File: src/rtl/demux_gate_pipe.sv
// Pipelined universal 2-input logic unit: per-bit truth-table lookup with BITWISE
// and packet-folding REDUCE modes, results buffered in a small output FIFO.
module demux_gate_pipe #(
    parameter int WIDTH      = 8,
    parameter int CNT_W      = 8,
    parameter int OBUF_DEPTH = 2
) (
    input  logic             clk,
    input  logic             rst,
    input  logic             in_valid,
    output logic             in_ready,
    input  logic [WIDTH-1:0] in_a,
    input  logic [WIDTH-1:0] in_b,
    input  logic             in_last,
    input  logic [3:0]       cfg_tt,
    input  logic             cfg_mode,
    output logic             out_valid,
    input  logic             out_ready,
    output logic [WIDTH-1:0] out_data,
    output logic [CNT_W-1:0] out_beats,
    output logic             out_sat
);
    // Handshake: a beat moves on in_valid & in_ready, a result on out_valid & out_ready;
    // out_* hold stable while out_valid is high and out_ready is low.
    localparam int PTR_W = (OBUF_DEPTH > 1) ? $clog2(OBUF_DEPTH) : 1;
    localparam int CW    = PTR_W + 1;
    localparam logic [CNT_W-1:0] CNT_MAX = '1;
    localparam logic [0:0] S_IDLE = 1'b0;
    localparam logic [0:0] S_ACC  = 1'b1;

    function automatic logic [WIDTH-1:0] eval_tt(input logic [3:0] tt,
                                                 input logic [WIDTH-1:0] x,
                                                 input logic [WIDTH-1:0] b);
        logic [WIDTH-1:0] y;
        y = '0;
        for (int i = 0; i < WIDTH; i++) begin
            y[i] = tt[{x[i], b[i]}];
        end
        return y;
    endfunction

    logic [0:0]       state, state_nxt;
    logic [WIDTH-1:0] acc, acc_nxt;
    logic [CNT_W-1:0] cnt, cnt_nxt;
    logic             sat_q, sat_nxt;
    logic [3:0]       tt_q, tt_nxt;
    logic             in_ready_r;

    logic [WIDTH-1:0] mem_data  [OBUF_DEPTH];
    logic [CNT_W-1:0] mem_beats [OBUF_DEPTH];
    logic             mem_sat   [OBUF_DEPTH];
    logic [PTR_W-1:0] wr_ptr, rd_ptr;
    logic [CW-1:0]    count, count_nxt;

    logic             accept, pop, push, clip;
    logic [3:0]       cur_tt;
    logic [WIDTH-1:0] f_res, push_data;
    logic [CNT_W-1:0] cnt_inc, push_beats;
    logic             push_sat;

    assign in_ready  = in_ready_r;
    assign out_valid = (count != '0);
    assign accept    = in_valid & in_ready_r;
    assign pop       = out_valid & out_ready;
    // Config is live only on the first beat; inside a packet the captured table rules.
    assign cur_tt    = (state == S_IDLE) ? cfg_tt : tt_q;
    assign f_res     = eval_tt(cur_tt, (state == S_IDLE) ? in_a : acc, in_b);
    assign clip      = (cnt == CNT_MAX);
    assign cnt_inc   = clip ? cnt : cnt + CNT_W'(1);

    always_comb begin
        state_nxt  = state;
        acc_nxt    = acc;
        cnt_nxt    = cnt;
        sat_nxt    = sat_q;
        tt_nxt     = tt_q;
        push       = 1'b0;
        push_data  = f_res;
        push_beats = CNT_W'(1);
        push_sat   = 1'b0;
        if (accept) begin
            if (state == S_IDLE) begin
                if (!cfg_mode || in_last) begin
                    push = 1'b1;
                end else begin
                    state_nxt = S_ACC;
                    acc_nxt   = f_res;
                    cnt_nxt   = CNT_W'(1);
                    sat_nxt   = 1'b0;
                    tt_nxt    = cfg_tt;
                end
            end else if (in_last) begin
                push       = 1'b1;
                push_beats = cnt_inc;
                push_sat   = sat_q | clip;
                state_nxt  = S_IDLE;
                acc_nxt    = '0;
                cnt_nxt    = '0;
                sat_nxt    = 1'b0;
            end else begin
                acc_nxt = f_res;
                cnt_nxt = cnt_inc;
                sat_nxt = sat_q | clip;
            end
        end
    end

    assign count_nxt = count + CW'(push) - CW'(pop);

    always_ff @(posedge clk or posedge rst) begin
        if (rst) begin
            state      <= S_IDLE;
            acc        <= '0;
            cnt        <= '0;
            sat_q      <= 1'b0;
            tt_q       <= '0;
            wr_ptr     <= '0;
            rd_ptr     <= '0;
            count      <= '0;
            in_ready_r <= 1'b0;
        end else begin
            state      <= state_nxt;
            acc        <= acc_nxt;
            cnt        <= cnt_nxt;
            sat_q      <= sat_nxt;
            tt_q       <= tt_nxt;
            count      <= count_nxt;
            in_ready_r <= (count_nxt != CW'(OBUF_DEPTH));
            if (push) wr_ptr <= wr_ptr + PTR_W'(1);
            if (pop)  rd_ptr <= rd_ptr + PTR_W'(1);
        end
    end

    always_ff @(posedge clk) begin
        if (push) begin
            mem_data[wr_ptr]  <= push_data;
            mem_beats[wr_ptr] <= push_beats;
            mem_sat[wr_ptr]   <= push_sat;
        end
    end

    // Gate with out_valid so an empty buffer always presents zeros.
    assign out_data  = out_valid ? mem_data[rd_ptr]  : '0;
    assign out_beats = out_valid ? mem_beats[rd_ptr] : '0;
    assign out_sat   = out_valid ? mem_sat[rd_ptr]   : 1'b0;
endmodule
File: config.mk
export PLATFORM = sky130hd
export DESIGN_NAME = demux_gate_pipe
export DESIGN_NICKNAME = d
export VERILOG_FILES = /design/src/rtl/demux_gate_pipe.sv
export SDC_FILE = /design/constraint.sdc
export NUM_CORES = 1
export LEC_CHECK = 0
export ABC_AREA = 1
export CAP_MARGIN = 20
export CORE_MARGIN = 3
export CORE_UTILIZATION = 45
export DETAILED_ROUTE_END_ITERATION = 10
export DONT_BUFFER_PORTS = 1
export HOLD_SLACK_MARGIN = 0.03
export SYNTH_ARGS = -nofsm -noshare
export SYNTH_HDL_FRONTEND = slang
export SYNTH_SLANG_ARGS = --single-unit
File: constraint.sdc
create_clock -name clk -period 2.6 [get_ports clk]
set_input_delay 0.65 -clock clk [delete_from_list [all_inputs] [get_ports clk]]
set_output_delay 0.65 -clock clk [all_outputs]
set_load 0.02 [all_outputs]
==> flow_summary.ini <==
[cells_and_area]
area_growth_pct = 9.08
fillCellCount = 690
layout-drive-gt1-share = 0.0977
layout.nets = 414
fin_util = 0.508
num_antenna_cells = 0
stdcell_area_um2 = 3470

[grt]
groute.usage.overall = 0.193
gr-total-overflow = 0
grt_pass1_wl_um = 12600
antenna_found_initial = 0
grt_pass1_vias = 2507
grt_max_degree = 28

[sta]
setup_tns_ns = 0
fin_skew_ns = 0.00920
finalHoldViolations = 0
finalCritPeriodShare = 0.838
drv_slew = 0
setup_viol = 0
slew_headroom = 0.656
fin_crit_ns = 2.18
worstMarginPinSlew_ns = 0.514
fmax_ghz = 0.459
rsz0062_at_grt = false

[worst_setup_path]
arrival_ns = 1.53
critPathCaptureType = output port
endpoint = out_data[4]
worstSetupStartpoint = rd_ptr
slowest_stage = a21oi_1
crit_type = reg -> out
critical-path-max-stage-delay_ns = 0.43
worst-r2r-setup-slack_ns = 0.68
r2r_cells = 8
rr_endpoint = in_ready
required_ns = 1.95
crit_fanout = 17
r2r_start = in_ready
path_cells = clkinv_1 -> nand2_1 -> a21oi_1
startpoint_type = flop

[yosys]
yosys_warnings = 0
syn_area_um2 = 3180
synth.net_count = 405
syn_avg_cell_area_um2 = 8.47
ys_ff_latch = 61
synth_top_cell_area_share = 0.321
yosysTopAreaCell = edfxtp_1
synth_cells = 376
ys_types = 30
yosysSeqAreaShare = 0.533
synth_area_leaders = edfxtp_1 (32%), dfrtp_1 (21%), nand2_1 (17%)

[placed_design]
hpwl_um = 4990
port_buffers = 0
gp_congestion = 0.788
placed_area_um2 = 3290

[route]
drc = 0
postRouteAntennaNets = 0
drt-pass1-iter-count = 4
wl_um = 7340
drt-wirelength-per-cell_um = 15.1
num_vias = 2588
via_per_inst = 5.34
drt_iter0_markers = 149

[power_and_ir_drop]
p_per_area_nw_per_um2 = 1100
p_leak_nw = 1.60
peakVddDrop_v = 0.000528

[floorplanning]
core-area_um2 = 6830
start_util = 0.466
die_h_um = 90.1
pin_count = 45
die_area_um2 = 8120
fp.dieW_um = 90.1
fp-row-count = 30

[run_status]
outcome = finished, final reports clean

[clock_network]
cts-resized-gates = 0
cts-htree-levels = 3
clockBufferDepth = 2
cts_buffers = 9
cts_tree = built
clkSinkCount = 61
cts_hold_buf = 0
postCtsSetupBuffers = 0
clkLatencyLatePin_ns = 0.33
clk_pin_slew_ns = 0.07
cts_root_buffer = clkbuf_8

[job]
max_cap_viol_count = 0

[worst_hold_path]
hp-class = in -> async
## worst min-delay path by stage
stage	to	slack (ns)	cells past startpoint	startpoint
final	cnt[6]	0.28	2	rst
after detailed placement	acc[3]	0.47	2	acc[3]
after floorplan	acc[4]	0.45	2	acc[4]
after CTS	count[0]	0.28	2	rst
after global placement	acc[4]	0.47	2	acc[4]
after global routing	acc[1]	0.30	2	rst
## report_power, final
part | leakage, nW | internal [mW] | switching [mW] | total [mW]
combinational | 0.843 | 0.421 | 1.12 | 1.54
sequential | 0.662 | 1.33 | 0.159 | 1.49
clock | 0.0919 | 0.433 | 0.372 | 0.805
## logic make-up (layout without fill, tap and decap cells)
kind of cell,Yosys count,count (layout),share of synthesized area
AND/OR/NAND/NOR,224,224,0.312
flip-flops,61,61,0.533
buffers and inverters,43,56,0.0590
AO/OA/AOI/OAI,40,40,0.0704
XOR/XNOR,5,5,0.0138
adder cells (fa/ha/maj),3,3,0.0118
## Yosys cell counts
master	n
nor2_2	4
o21ai_2	1
edfxtp_1	34
nand2_2	4
buf_6	2
and2_1	2
nor2_4	1
inv_2	2
nand2_1	140
o21ai_4	1
nand3_1	52
clkbuf_1	1
xnor2_1	2
dfrtp_1	27
nand3b_1	6
clkinv_1	1
nand4_1	1
a21oi_1	23
o21ai_1	3
o21bai_1	1
ha_1	3
buf_4	2
buf_2	3
o21a_1	1
nor2_1	10
o21ai_0	9
xor2_1	3
inv_1	32
nand2_4	4
a21oi_2	1
## registers in the layout, summed over array words and instances, names as in the netlist, 2 cells and up
name,count
count,2
cnt,8
tt_q,4
mem_data,16
mem_sat,2
mem_beats,16
acc,8
## critical path, delay by kind of cell, from the launching register on
family                 cells  cell delay [ns]
AO/OA/AOI/OAI              1             0.43
flip-flops                 1             0.38
buffers and inverters      1             0.28
AND/OR/NAND/NOR            1             0.11
## layout make-up
type,count,area [um^2],area share
well taps,96,120,0.0346
clock buffers,10,128,0.0368
multi-input cells,272,1300,0.374
clock inverters,5,52.6,0.0151
flip-flops and latches,61,1700,0.489
repair buffers,6,45.0,0.0130
inverters,35,131,0.0378
## cell usage in the layout (no fill, tap or decap), drive strengths merged
cell and n:
nor2 15, nand3 52, o21a 1, dfrtp 27, and2 2, clkbuf 10, nand4 1, o21ai 14
xor2 3, a21oi 24, inv 34, edfxtp 34, buf 6, xnor2 2, o21bai 1, nand2 148
clkinvlp 1, ha 3, clkinv 4, nand3b 6, bufinv 1
## routing by layer
layer	share of wire	GRT usage	routed length, um	vias up
li1	-	-	-	1260
met1	0.48	0.276	3500	1219
met2	0.45	0.292	3270	96
met3	0.061	0.0410	447	13
met4	0.016	0.0702	120	0
met5	0	0	0	-
## through the flow
stage / setup slack (ns) / power (mW) / std cells / hold slack (ns)
finish: 0.422 / 3.83 / 485 / 0.276
global route: 0.317 / 4.13 / 485 / 0.300
CTS: 0.365 / 3.86 / 485 / 0.282
detailed placement: 0.526 / 3.06 / 470 / 0.468
global placement: 0.593 / 3.01 / 470 / 0.465
floorplan: 0.371 / 2.71 / 376 / 0.449
No activity file was read; power rests on OpenSTA's default activity.
